File: src/rtl/lbist_session_ctrl_if.sv
// Handshake and core-control bundle between the LBIST session sequencer and its host/core wrapper.
interface lbist_session_ctrl_if;
    localparam int unsigned CNT_W = 32;

    logic             start_i;
    logic             bypass_i;
    logic             abort_i;
    logic             go_nogo_i;
    logic             test_over_i;
    logic             core_rst_no;
    logic             test_mode_o;
    logic             normal_test_o;
    logic             clock_en_o;
    logic             fetch_enable_o;
    logic             busy_o;
    logic             done_o;
    logic             pass_o;
    logic             fail_o;
    logic             timeout_o;
    logic [CNT_W-1:0] cycles_o;

    modport master (
        output start_i, bypass_i, abort_i, go_nogo_i, test_over_i,
        input  core_rst_no, test_mode_o, normal_test_o, clock_en_o, fetch_enable_o,
        input  busy_o, done_o, pass_o, fail_o, timeout_o, cycles_o
    );

    modport slave (
        input  start_i, bypass_i, abort_i, go_nogo_i, test_over_i,
        output core_rst_no, test_mode_o, normal_test_o, clock_en_o, fetch_enable_o,
        output busy_o, done_o, pass_o, fail_o, timeout_o, cycles_o
    );
endinterface

File: src/rtl/lbist_session_ctrl.sv
// Sequences a core through reset, a logic-BIST session with timeout, verdict evaluation,
// and either a release into functional run or a park in reset.
module lbist_session_ctrl #(
    parameter int unsigned RST_HOLD_CYCLES = 8,
    parameter logic [31:0] TIMEOUT_CYCLES  = 32'd1048576
) (
    input  logic                 clk_i,
    input  logic                 rst_i,
    lbist_session_ctrl_if.slave  bus
);
    localparam int unsigned CNT_W  = 32;
    localparam int unsigned HOLD_W = 8;
    localparam logic [HOLD_W-1:0] HOLD_LAST = HOLD_W'(RST_HOLD_CYCLES - 1);

    localparam logic [2:0] S_IDLE      = 3'd0;
    localparam logic [2:0] S_BIST_RST  = 3'd1;
    localparam logic [2:0] S_BIST_RUN  = 3'd2;
    localparam logic [2:0] S_BIST_EVAL = 3'd3;
    localparam logic [2:0] S_RUN_RST   = 3'd4;
    localparam logic [2:0] S_RUN       = 3'd5;
    localparam logic [2:0] S_HALT      = 3'd6;

    logic [2:0]        state_q, state_d;
    logic [HOLD_W-1:0] hold_q, hold_d;
    logic [CNT_W-1:0]  cnt_q, cnt_d;
    logic              prev_q, prev_d;
    logic              verdict_q, verdict_d;
    logic              pass_q, pass_d;
    logic              fail_q, fail_d;
    logic              timeout_q, timeout_d;
    logic [CNT_W-1:0]  cycles_q, cycles_d;
    logic              rst_n_q, rst_n_d;
    logic              test_mode_q, test_mode_d;
    logic              normal_q, normal_d;
    logic              clk_en_q, clk_en_d;
    logic              fetch_q, fetch_d;
    logic              busy_q, busy_d;
    logic              done_q, done_d;
    logic              to_rise;

    // Next-state, sticky status and registered-output decode
    always_comb begin
        state_d   = state_q;
        hold_d    = hold_q;
        cnt_d     = cnt_q;
        prev_d    = bus.test_over_i;
        verdict_d = verdict_q;
        pass_d    = pass_q;
        fail_d    = fail_q;
        timeout_d = timeout_q;
        cycles_d  = cycles_q;
        to_rise   = bus.test_over_i & ~prev_q;

        if (bus.abort_i) begin
            state_d = S_IDLE;
        end else begin
            case (state_q)
                S_IDLE, S_HALT: begin
                    if (bus.start_i) begin
                        pass_d    = 1'b0;
                        fail_d    = 1'b0;
                        timeout_d = 1'b0;
                        cycles_d  = '0;
                        hold_d    = '0;
                        state_d   = bus.bypass_i ? S_RUN_RST : S_BIST_RST;
                    end
                end
                S_BIST_RST: begin
                    if (hold_q == HOLD_LAST) begin
                        state_d = S_BIST_RUN;
                        cnt_d   = '0;
                        // A test_over level already high at entry must not count as completion
                        prev_d  = 1'b1;
                    end else begin
                        hold_d = hold_q + HOLD_W'(1);
                    end
                end
                S_BIST_RUN: begin
                    cnt_d = cnt_q + CNT_W'(1);
                    if (to_rise) begin
                        verdict_d = bus.go_nogo_i;
                        cycles_d  = cnt_q;
                        state_d   = S_BIST_EVAL;
                    end else if ((TIMEOUT_CYCLES != 32'd0) &&
                                 (cnt_q == TIMEOUT_CYCLES - 32'd1)) begin
                        fail_d    = 1'b1;
                        timeout_d = 1'b1;
                        cycles_d  = TIMEOUT_CYCLES;
                        state_d   = S_HALT;
                    end
                end
                S_BIST_EVAL: begin
                    if (verdict_q) begin
                        pass_d  = 1'b1;
                        hold_d  = '0;
                        state_d = S_RUN_RST;
                    end else begin
                        fail_d  = 1'b1;
                        state_d = S_HALT;
                    end
                end
                S_RUN_RST: begin
                    if (hold_q == HOLD_LAST) state_d = S_RUN;
                    else                     hold_d  = hold_q + HOLD_W'(1);
                end
                S_RUN:   state_d = S_RUN;
                default: state_d = S_IDLE;
            endcase
        end

        rst_n_d     = 1'b0;
        test_mode_d = 1'b0;
        normal_d    = 1'b0;
        clk_en_d    = 1'b0;
        fetch_d     = 1'b0;
        busy_d      = 1'b0;
        done_d      = 1'b0;
        case (state_d)
            S_BIST_RST: begin
                test_mode_d = 1'b1;
                normal_d    = 1'b1;
                busy_d      = 1'b1;
            end
            S_BIST_RUN: begin
                rst_n_d     = 1'b1;
                test_mode_d = 1'b1;
                normal_d    = 1'b1;
                clk_en_d    = 1'b1;
                busy_d      = 1'b1;
            end
            S_BIST_EVAL: begin
                rst_n_d     = 1'b1;
                test_mode_d = 1'b1;
                normal_d    = 1'b1;
                busy_d      = 1'b1;
            end
            S_RUN_RST: busy_d = 1'b1;
            S_RUN: begin
                rst_n_d  = 1'b1;
                clk_en_d = 1'b1;
                fetch_d  = 1'b1;
                done_d   = 1'b1;
            end
            S_HALT:  done_d = 1'b1;
            default: ;
        endcase
    end

    // State and registered outputs; reset parks the core in reset
    always_ff @(posedge clk_i or posedge rst_i) begin
        if (rst_i) begin
            state_q     <= S_IDLE;
            hold_q      <= '0;
            cnt_q       <= '0;
            prev_q      <= 1'b1;
            verdict_q   <= 1'b0;
            pass_q      <= 1'b0;
            fail_q      <= 1'b0;
            timeout_q   <= 1'b0;
            cycles_q    <= '0;
            rst_n_q     <= 1'b0;
            test_mode_q <= 1'b0;
            normal_q    <= 1'b0;
            clk_en_q    <= 1'b0;
            fetch_q     <= 1'b0;
            busy_q      <= 1'b0;
            done_q      <= 1'b0;
        end else begin
            state_q     <= state_d;
            hold_q      <= hold_d;
            cnt_q       <= cnt_d;
            prev_q      <= prev_d;
            verdict_q   <= verdict_d;
            pass_q      <= pass_d;
            fail_q      <= fail_d;
            timeout_q   <= timeout_d;
            cycles_q    <= cycles_d;
            rst_n_q     <= rst_n_d;
            test_mode_q <= test_mode_d;
            normal_q    <= normal_d;
            clk_en_q    <= clk_en_d;
            fetch_q     <= fetch_d;
            busy_q      <= busy_d;
            done_q      <= done_d;
        end
    end

    assign bus.core_rst_no    = rst_n_q;
    assign bus.test_mode_o    = test_mode_q;
    assign bus.normal_test_o  = normal_q;
    assign bus.clock_en_o     = clk_en_q;
    assign bus.fetch_enable_o = fetch_q;
    assign bus.busy_o         = busy_q;
    assign bus.done_o         = done_q;
    assign bus.pass_o         = pass_q;
    assign bus.fail_o         = fail_q;
    assign bus.timeout_o      = timeout_q;
    assign bus.cycles_o       = cycles_q;
endmodule
File: src/flat_wrapper.sv
// flat-port wrapper written by rule: the top's interface ports become plain ports
module lbist_session_ctrl_flat 
#(
    parameter int unsigned RST_HOLD_CYCLES = 8,
    parameter logic [31:0] TIMEOUT_CYCLES  = 32'd1048576
)
  (clk_i, rst_i, bus_start_i, bus_bypass_i, bus_abort_i, bus_go_nogo_i, bus_test_over_i, bus_core_rst_no, bus_test_mode_o, bus_normal_test_o, bus_clock_en_o, bus_fetch_enable_o, bus_busy_o, bus_done_o, bus_pass_o, bus_fail_o, bus_timeout_o, bus_cycles_o);
  lbist_session_ctrl_if bus_i ();
  input  logic clk_i;
  input  logic rst_i;
  input wire logic [$bits(bus_i.start_i)-1:0] bus_start_i;
  input wire logic [$bits(bus_i.bypass_i)-1:0] bus_bypass_i;
  input wire logic [$bits(bus_i.abort_i)-1:0] bus_abort_i;
  input wire logic [$bits(bus_i.go_nogo_i)-1:0] bus_go_nogo_i;
  input wire logic [$bits(bus_i.test_over_i)-1:0] bus_test_over_i;
  output wire logic [$bits(bus_i.core_rst_no)-1:0] bus_core_rst_no;
  output wire logic [$bits(bus_i.test_mode_o)-1:0] bus_test_mode_o;
  output wire logic [$bits(bus_i.normal_test_o)-1:0] bus_normal_test_o;
  output wire logic [$bits(bus_i.clock_en_o)-1:0] bus_clock_en_o;
  output wire logic [$bits(bus_i.fetch_enable_o)-1:0] bus_fetch_enable_o;
  output wire logic [$bits(bus_i.busy_o)-1:0] bus_busy_o;
  output wire logic [$bits(bus_i.done_o)-1:0] bus_done_o;
  output wire logic [$bits(bus_i.pass_o)-1:0] bus_pass_o;
  output wire logic [$bits(bus_i.fail_o)-1:0] bus_fail_o;
  output wire logic [$bits(bus_i.timeout_o)-1:0] bus_timeout_o;
  output wire logic [$bits(bus_i.cycles_o)-1:0] bus_cycles_o;
  assign bus_i.start_i = bus_start_i;
  assign bus_i.bypass_i = bus_bypass_i;
  assign bus_i.abort_i = bus_abort_i;
  assign bus_i.go_nogo_i = bus_go_nogo_i;
  assign bus_i.test_over_i = bus_test_over_i;
  assign bus_core_rst_no = bus_i.core_rst_no;
  assign bus_test_mode_o = bus_i.test_mode_o;
  assign bus_normal_test_o = bus_i.normal_test_o;
  assign bus_clock_en_o = bus_i.clock_en_o;
  assign bus_fetch_enable_o = bus_i.fetch_enable_o;
  assign bus_busy_o = bus_i.busy_o;
  assign bus_done_o = bus_i.done_o;
  assign bus_pass_o = bus_i.pass_o;
  assign bus_fail_o = bus_i.fail_o;
  assign bus_timeout_o = bus_i.timeout_o;
  assign bus_cycles_o = bus_i.cycles_o;
  lbist_session_ctrl #(.RST_HOLD_CYCLES(RST_HOLD_CYCLES), .TIMEOUT_CYCLES(TIMEOUT_CYCLES)) u_core (.clk_i(clk_i), .rst_i(rst_i), .bus(bus_i));
endmodule
File: config.mk
export PLATFORM = sky130hd
export DESIGN_NAME = lbist_session_ctrl_flat
export DESIGN_NICKNAME = d
export VERILOG_FILES = /design/src/rtl/lbist_session_ctrl_if.sv /design/src/rtl/lbist_session_ctrl.sv /design/src/flat_wrapper.sv
export SDC_FILE = /design/constraint.sdc
export NUM_CORES = 1
export LEC_CHECK = 0
export CAP_MARGIN = 30
export CORE_MARGIN = 1
export CORE_UTILIZATION = 27
export CTS_BUF_LIST = sky130_fd_sc_hd__clkbuf_8
export CTS_CLUSTER_SIZE = 40
export DETAILED_ROUTE_END_ITERATION = 8
export SYNTH_ARGS = -nofsm -noshare
export SYNTH_HDL_FRONTEND = slang
export SYNTH_SLANG_ARGS = --single-unit
File: constraint.sdc
create_clock -name clk_i -period 4 [get_ports clk_i]
set_clock_uncertainty 0.2 [all_clocks]
set_input_delay 0.4 -clock clk_i [delete_from_list [all_inputs] [get_ports clk_i]]
set_output_delay 0.4 -clock clk_i [all_outputs]
set_load 0.02 [all_outputs]
==> impl_metrics.json, run 1 <==
{
  "insertion_delay_ns": 0.37,
  "finalSetupViolations": 0,
  "cts_buffer_depth": 2,
  "cp.required_ns": 4.05,
  "cts_resized": 0,
  "cp-end-kind": "flop",
  "fp.dieW_um": 127.9,
  "tightestPinTransition_ns": 0.8186,
  "finalCriticalPeriod_ns": 3.267,
  "vdd_drop_max_v": 0.0001379,
  "final_cell_mix": "107 x nand2_1, 85 x dfrtp_1, 48 x clkdlybuf4s50_1, 29 x o21ai_2, 26 x o21ai_0",
  "placeableCoreArea_um2": 15310,
  "num_io_pins": 49,
  "drive_gt1_frac": 0.1238,
  "cts_buffers": 9,
  "path_cells": "or4_1 -> or4_1 -> or4b_1 -> a21o_2 -> buf_12 -> nand2_1 -> o21ai_2",
  "status": "finished, final reports clean",
  "critPathKind": "flop to flop",
  "totalNegativeSetupSlack_ns": 0,
  "slowest_delay_ns": 0.57,
  "vias": 3437,
  "fp.dieH_um": 127.9,
  "num-fill-cells": 1625,
  "r2r_start": "u_core.cnt_q[20]",
  "cts_tree": "built",
  "synth-edff-count": 0,
  "die-area_um2": 16350,
  "cp.arrival_ns": 3.32,
  "dr_wl_met2_um": 4580,
  "drtIter0Drc": 163,
  "root_buffer": "clkbuf_8",
  "crit_top_cell": "or4_1",
  "wire_per_inst_um": 13.22,
  "path_max_fanout": 42,
  "rsz0062_at_grt": "no",
  "fmax_mhz": 306.1,
  "slowest_stage": "or4_1",
  "drt_first_pass_iters": 5,
  "cts_max_level": 3,
  "synth_area_leaders": "dfrtp_1 50%, nand2_1 9.4%, o21ai_2 5.9%",
  "top_layer_used": "met4",
  "area_delta_synth_final_pct": 20.94,
  "num-nets-final": 507,
  "cts_hold_buf": 0,
  "post-route-worst-setup-slack_ns": 0.7329,
  "post_synth_num_cell_types": 51,
  "ys.warnings.count": 0,
  "synth_top_area_share": 0.4972,
  "final_max_slew_viol_count": 0,
  "mostFrequentLayoutCell": "nand2_1",
  "syn_inst": 455,
  "clkTransAtPathRegs_ns": 0.08,
  "leakage_nw": 2.102,
  "fin_crit_sh": 0.8168,
  "cpLargestDelayFamily": "simple AND/OR/NAND/NOR gates",
  "first_global_vias": 3466,
  "hold_viol_final": 0,
  "synth_top_area_cell": "dfrtp_1",
  "clock_sinks": 86,
  "preCtsSetupSlack_ns": 0.7449,
  "drc": 0,
  "vias_per_cell": 4.827,
  "ys_ff_latch": 86,
  "worst_slew_margin_rel": 0.4510,
  "rows": 45,
  "async_flop_share": 1.000,
  "syn_area_um2": 4278,
  "avgSynthCellArea_um2": 9.402,
  "grt_first_pass_wirelength_um": 16240,
  "path_buf_inv": 1,
  "gr-usage-all-layers": 0.1244,
  "powerDensity_nw_per_um2": 341.1,
  "postCtsSetupRepairBufs": 0,
  "antenna_cells": 0,
  "yosysSeqAreaShare": 0.5034,
  "grt_antenna_before_repair": 0,
  "place.gp.congestion": 0.8263,
  "overflow": 0,
  "drv_cap": 0,
  "io_buffer_count": 48,
  "hpwl_um": 6781,
  "synthFlopType": "dfrtp_1",
  "worstSetupStartpoint": "u_core.cnt_q[20]",
  "hold_path.class": "input port to asynchronous set/reset pin",
  "grt_max_degree": 43,
  "syn_nets": 464,
  "initial_core_util": 0.2793,
  "wl_um": 9412,
  "worst_setup_path_start_kind": "flop",
  "antenna_left": 0,
  "met3_length_um": 367,
  "wl_met1_um": 4336
}
==> area by class of cell <==
class,instances,area [µm²],share of cell area
Sequential cell,86,2153,0.4162
Multi-Input combinational cell,334,1943,0.3756
Timing Repair Buffer,58,568.0,0.1098
Tap cell,211,264.0,0.05103
Clock buffer,10,137.6,0.02660
Clock inverter,4,72.57,0.01403
Inverter,9,35.03,0.006771
==> kinds of logic after synthesis <==
group           count (synthesis)  share of synthesized area
mux                            13                    0.03071
fa+ha+maj                       2                   0.005849
flops                          86                     0.5034
xor+xnor                        2                   0.004096
buf+inv                        35                    0.04387
compound gates                113                     0.1886
simple gates                  204                     0.2235
==> cells in the mapped netlist (all sizes together), types with 8 or more instances <==
cell type and n:
o211ai 9, a21oi 11, buf 10, nand3 23, o31ai 13, inv 9, clkbuf 16, nand4 9
mux2i 12, nand2 107, dfrtp 85, nor2 20, o21ai 57, nand2b 8
==> flip-flops by register name, indices dropped and copies added, names as in the netlist <==
signal and count:
u_core.bus.clock_en_o 1, u_core.bus.core_rst_no 1, u_core.prev_q 1, u_core.bus.done_o 1, u_core.bus.fail_o 1, u_core.bus.timeout_o 1
u_core.bus.cycles_o 32, u_core.state_q 3, u_core.cnt_q 32, u_core.bus.fetch_enable_o 1, u_core.verdict_q 1, u_core.bus.test_mode_o 1
u_core.bus.busy_o 1, u_core.hold_q 8, u_core.bus.pass_o 1
==> per-stage QoR <==
stage	power (W)	cell area, µm²	instances	hold WS (ns)	util
floorplan	0.001068	4278	455	0.2599	-
global placement	0.001118	4964	698	0.2614	0.3241
detailed placement	0.001122	4964	698	0.2714	0.3241
CTS	0.001797	5174	712	0.1879	0.3378
global route	0.001850	5174	712	0.2097	0.3378
finish	0.001765	5174	712	0.1658	0.3378
==> worst paths after layout <==
path / slack, ns / endpoint / depth (start not counted)
max reg2reg: 0.73 / u_core.bus.cycles_o[21] / 7
min reg2reg: 0.28 / u_core.bus.cycles_o[6] / 2
max: 0.73 / u_core.bus.cycles_o[21] / 7
min in group clk_i: 0.28 / u_core.bus.cycles_o[6] / 2
max in group asynchronous: 2.57 / u_core.cnt_q[10] / 3
min: 0.17 / u_core.cnt_q[22] / 2
==> routing by layer <==
metal	vias up	global-route usage
li1	1717	-
met1	1643	0.1521
met2	67	0.2123
met3	10	0.03548
met4	0	0.03668
met5	-	0
==> where the power goes <==
part | leakage, nW | switching (W) | internal, W
clock network | 0.110 | 0.000301 | 0.000362
registers | 1.19 | 0.0000186 | 0.000892
logic | 0.804 | 0.000119 | 0.0000710
total | 2.10 | 0.000439 | 0.00133
No activity file was read; power rests on OpenSTA's default activity.
==> run 2, diff against run 1 <==
- clock period: 4 -> 3.2 ns (I/O delays scaled with it)
==> run 2 against run 1 <==
Effect of this change:
- the run now ends with hold timing left
- wire length is 3.0% higher
- combinational power grew 28%
- hold slack got worse by 0.17 ns
- critical path type unchanged
- cell count up 0.98%
- clock power increased by 31%
- non-clock buffer count is 5 higher
- flip-flop and latch count did not move
- die area unchanged
- count of clock-buffer cells in the layout is 1 lower
- highest routed layer unchanged
==> impl_metrics.json, run 2 (synthesis gave the netlist of run 1 again) <==
{
  "drtIter0Drc": 216,
  "drc": 0,
  "finalCriticalPeriod_ns": 3.065,
  "final_cell_mix": "107 x nand2_1, 85 x dfrtp_1, 48 x clkdlybuf4s50_1, 29 x o21ai_2, 26 x o21ai_0",
  "hold_viol_final": 1,
  "io_buffer_count": 48,
  "leakage_nw": 2.131,
  "fp.dieW_um": 127.9,
  "insertion_delay_ns": 0.37,
  "cp-end-kind": "flop",
  "placeableCoreArea_um2": 15310,
  "violations": "hold timing",
  "powerDensity_nw_per_um2": 430.9,
  "clkTransAtPathRegs_ns": 0.09,
  "initial_core_util": 0.2793,
  "cts_tree": "built",
  "final_max_slew_viol_count": 0,
  "status": "complete, but fails checks",
  "antenna_cells": 0,
  "num-nets-final": 512,
  "worst_slew_margin_rel": 0.4379,
  "cts_resized": 0,
  "die-area_um2": 16350,
  "path_max_fanout": 20,
  "p_total_w": 0.002258,
  "grt_max_degree": 74,
  "vias_per_cell": 4.851,
  "mostFrequentLayoutCell": "nand2_1",
  "grt_antenna_before_repair": 0,
  "overflow": 0,
  "tightestPinTransition_ns": 0.8381,
  "vdd_drop_max_v": 0.0001894,
  "wl_um": 9692,
  "fin_crit_sh": 0.9579,
  "drive_gt1_frac": 0.1378,
  "fin_hold_ws_ns": -0.00001898,
  "area_delta_synth_final_pct": 22.49,
  "finalSetupViolations": 0,
  "drt_first_pass_iters": 4,
  "place.gp.congestion": 0.8673,
  "vias": 3488,
  "cp.arrival_ns": 3.12,
  "antenna_left": 0,
  "critPathKind": "flop to flop",
  "cp.required_ns": 3.25,
  "num_io_pins": 49,
  "cts_hold_buf": 0,
  "cts_max_level": 3,
  "rsz0062_at_grt": "no",
  "postCtsSetupRepairBufs": 0,
  "wire_per_inst_um": 13.48,
  "first_global_vias": 3361,
  "cts_buffers": 9,
  "hpwl_um": 6900,
  "clock_sinks": 86,
  "hold_path.class": "input port to asynchronous set/reset pin",
  "worst_setup_path_start_kind": "flop",
  "grt_first_pass_wirelength_um": 16680,
  "drv_cap": 0,
  "gr-usage-all-layers": 0.1281,
  "fp.dieH_um": 127.9,
  "fmax_mhz": 326.3,
  "root_buffer": "clkbuf_8",
  "rows": 45,
  "cts_buffer_depth": 2,
  "totalNegativeSetupSlack_ns": 0
}
## run 2: changes by cell type in the layout (fill, tap and decap cells not counted), sizes merged
cell      before  now
clkinv         1    2
inv           10   11
buf           10   15
clkbuf        10    9
clkinvlp       0    1
## run 2: layer usage
metal	part of all wire	up-vias	wire length, µm	track usage
met5	0	-	0	0
met4	0.018	0	179	0.04913
met3	0.040	14	387	0.03047
met2	0.48	65	4641	0.2052
met1	0.46	1683	4484	0.1672
li1	-	1726	-	-
## run 2: report_power, final
| part | switching [W] | internal (W) |
|---|---|---|
| clock | 0.000424 | 0.000449 |
| combinational | 0.000152 | 0.0000927 |
| sequential | 0.0000251 | 0.00112 |
## run 2: area by class of cell
class | instances | area (µm²)
fill | 1589 | 10070
sequential | 86 | 2153
multi-input combinational | 334 | 1943
timing repair buffer | 63 | 618.1
tap | 211 | 264.0
clock buffer | 9 | 123.9
clock inverter | 7 | 102.6
inverter | 9 | 35.03
## run 2: worst paths after layout
check / startpoint / endpoint / slack, ns / cells past startpoint
hold reg to reg: u_core.bus.cycles_o[3] / u_core.bus.cycles_o[3] / 0.28 / 2
min in group clk_i: u_core.bus.cycles_o[3] / u_core.bus.cycles_o[3] / 0.28 / 2
max in group asynchronous: rst_i / u_core.prev_q / 2.13 / 3
hold / removal: rst_i / u_core.bus.test_mode_o / -0.00002 / 2
setup / recovery: u_core.cnt_q[20] / u_core.bus.cycles_o[18] / 0.13 / 7
setup reg to reg: u_core.cnt_q[20] / u_core.bus.cycles_o[18] / 0.13 / 7
## run 2: through the flow
step | area [µm²] | worst slack [ns] | cells | utilization
after floorplan | 4278 | 0.3500 | 455 | -
after global placement | 5014 | 0.2444 | 703 | 0.3274
after detailed placement | 5014 | 0.1567 | 703 | 0.3274
after CTS | 5240 | 0.1332 | 719 | 0.3422
after global routing | 5240 | 0.0008871 | 719 | 0.3422
final | 5240 | 0.1349 | 719 | 0.3422
## run 2: worst max-delay path, cell delays in order (launching register included)
cell and delay (ns):
dfrtp_1 0.46, or4_1 0.54, or4_1 0.57, or4b_1 0.53
a21o_2 0.26, buf_4 0.22, nand2_1 0.10, o21ai_1 0.07
==> run 3, diff against run 2 <==
- clock period: 3.2 -> 3.3 ns (I/O delays scaled with it)
==> run 3 against run 2 <==
Effect of this change:
- the flow now finishes without violations
- power down 11%
- highest routed layer unchanged
- hold slack better by 0.16 ns
- combinational power down 3%
- via count down 0.57%
- global-route usage down 0.27 points
==> impl_metrics.json, run 3 (synthesis gave the netlist of run 1 again) <==
{
  "num-nets-final": 513,
  "area_delta_synth_final_pct": 21.70,
  "path_cells": "or4_1 -> or4_1 -> or4b_1 -> a21o_2 -> buf_12 -> nand2_1 -> o21ai_2",
  "powerDensity_nw_per_um2": 387.9,
  "r2r_cells": 7,
  "slowest_delay_ns": 0.57,
  "tightestPinTransition_ns": 0.8121,
  "fp.dieH_um": 127.9,
  "r2r_start": "u_core.cnt_q[20]",
  "insertion_delay_ns": 0.37,
  "dpl_cell_area_um2": 5034,
  "cp.required_ns": 3.36,
  "wire_per_inst_um": 13.28,
  "num-fill-cells": 1581,
  "cts_max_level": 3,
  "hpwl_um": 6677,
  "cts_buffer_depth": 2,
  "wl_um": 9558,
  "worstSetupStartpoint": "u_core.cnt_q[20]",
  "grt_first_pass_wirelength_um": 16250,
  "cp-end-kind": "flop",
  "io_buffer_count": 48,
  "cp.arrival_ns": 3.23,
  "cts_tree": "built",
  "final_max_slew_viol_count": 0,
  "dp_cells": 704,
  "final_area_um2": 5206,
  "hold_path.class": "input port to asynchronous set/reset pin",
  "crit_top_cell": "or4_1",
  "vias_per_cell": 4.817,
  "first_global_vias": 3339,
  "place.gp.congestion": 0.8414,
  "gr-usage-all-layers": 0.1254,
  "placeableCoreArea_um2": 15310,
  "path_max_fanout": 32,
  "fin_crit_sh": 0.9603,
  "finalSetupViolations": 0,
  "cts_resized": 0,
  "grt_antenna_before_repair": 0,
  "clkTransAtPathRegs_ns": 0.09,
  "r2r_setup_slack_ns": 0.13,
  "cts_buffers": 9,
  "status": "finished, final reports clean",
  "fp.dieW_um": 127.9,
  "vdd_drop_max_v": 0.0002317,
  "initial_core_util": 0.2793,
  "worst_slew_margin_rel": 0.4553,
  "antenna_cells": 0,
  "hold_viol_final": 0,
  "drc": 0,
  "num_io_pins": 49,
  "drv_cap": 0,
  "clock_sinks": 86,
  "die-area_um2": 16350,
  "drt_first_pass_iters": 4,
  "leakage_nw": 2.115,
  "critPathKind": "flop to flop",
  "root_buffer": "clkbuf_8",
  "worst_setup_path_start_kind": "flop",
  "post-route-worst-setup-slack_ns": 0.1309,
  "preCtsSetupSlack_ns": 0.1640,
  "overflow": 0,
  "r2r_end": "u_core.bus.cycles_o[8]",
  "mostFrequentLayoutCell": "nand2_1",
  "rows": 45,
  "cts_hold_buf": 0,
  "finalCriticalPeriod_ns": 3.169,
  "drive_gt1_frac": 0.1375,
  "slowest_stage": "or4_1",
  "rsz0062_at_grt": "no",
  "final_core_util": 0.3400,
  "fmax_mhz": 315.5,
  "postCtsSetupRepairBufs": 0,
  "final_cell_mix": "107 x nand2_1, 85 x dfrtp_1, 48 x clkdlybuf4s50_1, 29 x o21ai_2, 26 x o21ai_0",
  "drtIter0Drc": 179,
  "layout.cells.non_filler": 720,
  "antenna_left": 0,
  "totalNegativeSetupSlack_ns": 0,
  "grt_max_degree": 87,
  "vias": 3468
}
run 3: worst max-delay path by stage:
stage                              endpoint  depth (start not counted)
floorplan           u_core.bus.cycles_o[19]                          8
global placement     u_core.bus.cycles_o[8]                          7
detailed placement  u_core.bus.cycles_o[27]                          7
CTS                  u_core.bus.cycles_o[8]                          7
global route         u_core.bus.cycles_o[1]                          7
finish               u_core.bus.cycles_o[8]                          7
run 3: final cells by class:
| type | instances | area [µm²] | share of cell area |
|---|---|---|---|
| sequential | 86 | 2153 | 0.4136 |
| clock inverter | 7 | 48.80 | 0.009373 |
| clock buffer | 9 | 123.9 | 0.02379 |
| multi-input combinational | 334 | 1943 | 0.3732 |
| inverter | 9 | 35.03 | 0.006729 |
| tap | 211 | 264.0 | 0.05071 |
| timing repair buffer | 64 | 638.1 | 0.1226 |
run 3: power by group:
part	switching, W	leakage, nW	internal [W]
Sequential	0.0000236	1.19	0.00108
Combinational	0.000144	0.843	0.0000922
Clock	0.000404	0.0834	0.000274
run 3: worst max-delay path: cells and delay by family, from the launching register on:
family | cells | cell delay (ns)
AND/OR/NAND/NOR | 4 | 1.75
AO/OA/AOI/OAI | 2 | 0.40
buffers and inverters | 1 | 0.21
flip-flops | 1 | 0.47
run 3: routing by layer:
layer	track usage	share of wire	vias up
li1	-	-	1726
met1	0.1575	0.46	1680
met2	0.2075	0.49	58
met3	0.04090	0.038	4
met4	0.03183	0.0072	0
met5	0	0	-
run 3: through the flow:
| stage | power (W) | hold WS (ns) |
|---|---|---|
| 5_1_grt | 0.002129 | 0.2059 |
| 2_1_floorplan | 0.001294 | 0.2400 |
| 3_5_place_dp | 0.001365 | 0.2704 |
| 3_3_place_gp | 0.001360 | 0.2625 |
| 6_report | 0.002019 | 0.1623 |
| 4_1_cts | 0.002051 | 0.1808 |
==> RTL edit: new RTL, settings of run 1 <==
Reset style: synchronous (`rst_i`), changed in one clocked block.
--- a/src/rtl/lbist_session_ctrl.sv
+++ b/src/rtl/lbist_session_ctrl.sv
@@ -147,7 +147,7 @@
     end
 
     // State and registered outputs; reset parks the core in reset
-    always_ff @(posedge clk_i or posedge rst_i) begin
+    always_ff @(posedge clk_i) begin
         if (rst_i) begin
             state_q     <= S_IDLE;
             hold_q      <= '0;
Formal check against the unedited RTL: differs if rst_i is asserted again (counterexample within 4 cycles, from zero or initial values and one cycle with rst_i high); with rst_i held inactive, the same outputs for 10 cycles.
==> RTL edit against run 1 <==
The flow now finishes with violations (design-rule violations); design area fell by 11%; routed wire length shrank 5.7%; sequential cell count stayed put; synthesized cell count grew 1.8%; count of clock-buffer cells in the layout is the same; area after synthesis fell by 11%; critical path depth unchanged; non-clock buffer count fell by 3; worst setup slack improved by 0.50 ns.
Power is not compared: it rests on default switching activity, and its combinational part moved more than twofold at a synthesized area within 25%.
==> RTL edit: results (changes against run 1) <==
post-synthesis sequential area ratio: 45.1% (was 50.3%)
Leak: 1.54 nW
GP Congestion: 0.802 (was 0.826)
met1 usage: 15.9% (was 15.2%)
detailed-route wire length: 8.88 mm (was 9.41 mm)
fill count: 1404 (was 1625)
share of layout cells above drive strength 1: 6.48% (was 12.4%)
pin count of the biggest net entering global routing: 42 (was 43)
# Post-CTS Setup Buffers: 0 (unchanged)
Synth Area in Adders: 0.656% (was 0.585%)
first-pass GRT wire length: 15.2 mm (was 16.2 mm)
clock network fraction of design power: 36.0%
Mapped Nets: 472 (was 464)
synth warn: 0 (unchanged)
CP max-delay cell: nor4_4 (was or4_1)
1st-iter DRT viols: 238 (was 163)
P_clk: 0.534 mW
vias in the first global route: 3219 (was 3466)
met2 Usage GRT: 21.4% (was 21.2%)
Slew @ Worst Pin: 0.689 ns (was 0.819 ns)
TritonRoute pass-1 iters: 6 (was 5)
cts bufs inserted: 9 (unchanged)
complex-gate fraction of the synthesized area: 11.6% (was 18.9%)
worst IR drop on VDD: 0.136 mV
P_sw: 0.362 mW
met2 WL: 4.18 mm (was 4.58 mm)
CP peak stage delay: 0.63 ns (was 0.57 ns)
Async SR Flop Fraction: 0% (was 100%)
IO buf count: 48 (unchanged)
xor/xnor share of the synthesized area: 8.26% (was 0.409%)
Global Route met3 Usage: 3.05% (was 3.55%)
met1 wire length: 4.15 mm (was 4.34 mm)
drt drc: 2 (was 0)
CTS resizes: 0 (unchanged)
violated checks: design-rule violations
DR vias/cell: 4.79 (was 4.83)
status: finished with violations (was finished clean)
top routing layer in use: met4 (unchanged)
HP Class: reg -> reg (was in -> async)
Synth Flop Type: dfxtp_1 (was dfrtp_1)
Commonest cells post-synth: dfxtp_1 (86), nor2_1 (57), nand2_1 (54) (was nand2_1 (107), dfrtp_1 (85), o21ai_2 (29))
post-synthesis mux area share: 0.557% (was 3.07%)
Worst-Skew Late Latency: 0.36 ns
Data arrival, critical path: 2.79 ns (was 3.32 ns)
Cell Rows: 43 (was 45)
Synth area leaders: dfxtp_1 (45%), nand3_1 (6.7%), nor2_1 (5.6%), nand2_1 (5.3%), xor2_1 (5.0%) (was dfrtp_1 (50%), nand2_1 (9.4%), o21ai_2 (5.9%), o21ai_0 (3.0%), mux2i_1 (2.8%))
routed length on met3: 430 um (was 367 um)
hpwl dp: 6.29 mm (was 6.78 mm)
post-layout net count: 513 (was 507)
GRT Overall Usage: 12.9% (was 12.4%)
Max FO, Critical Path: 41 (was 42)
## RTL edit: changes by cell type after synthesis, moves of 8 or more
cell and change:
dfxtp_1 +86, dfrtp_1 -85, nand2_1 -53, nor2_1 +37
o21ai_2 -29, nand3_1 +28, xor2_1 +21, xnor2_1 +13
o31ai_1 -12, mux2i_1 -11, nor3_1 +9, o211ai_1 -8
## RTL edit: final cells by class
type	count	share of cell area, %
Clock buffer	10	2.98
Clock inverter	6	0.650
Inverter	7	0.568
Multi-Input combinational cell	345	42.1
Sequential cell	86	37.2
Tap cell	180	4.87
Timing Repair Buffer	55	11.5
## RTL edit: path summary, 6_finish.rpt
check / start / end / slack, ns / depth (start not counted)
worst max-delay path: u_core.cnt_q[8] / u_core.bus.cycles_o[20] / 1.23 / 7
worst min-delay path: u_core.bus.cycles_o[11] / u_core.bus.cycles_o[11] / 0.25 / 2
worst max register to register: u_core.cnt_q[8] / u_core.bus.cycles_o[20] / 1.23 / 7
worst min register to register: u_core.bus.cycles_o[11] / u_core.bus.cycles_o[11] / 0.25 / 2
## RTL edit: per-stage QoR
stage | setup slack, ns | hold slack (ns) | std cells | instance area (um2) | util (%)
2_1_floorplan | 1.83 | 0.261 | 463 | 3820 | -
3_3_place_gp | 1.25 | 0.242 | 673 | 4450 | 32.2
3_5_place_dp | 1.21 | 0.249 | 673 | 4450 | 32.2
4_1_cts | 1.20 | 0.261 | 689 | 4620 | 33.4
5_1_grt | 1.05 | 0.292 | 689 | 4620 | 33.4
6_report | 1.23 | 0.254 | 689 | 4620 | 33.4
## RTL edit: critical path: cells and delay by family, from the launching register on
kind                   cells  cell delay, ns
and+or+nand+nor            4            1.28
DFF                        1            0.46
buffers and inverters      1            0.36
AOI/OAI and AO/OA          2            0.32
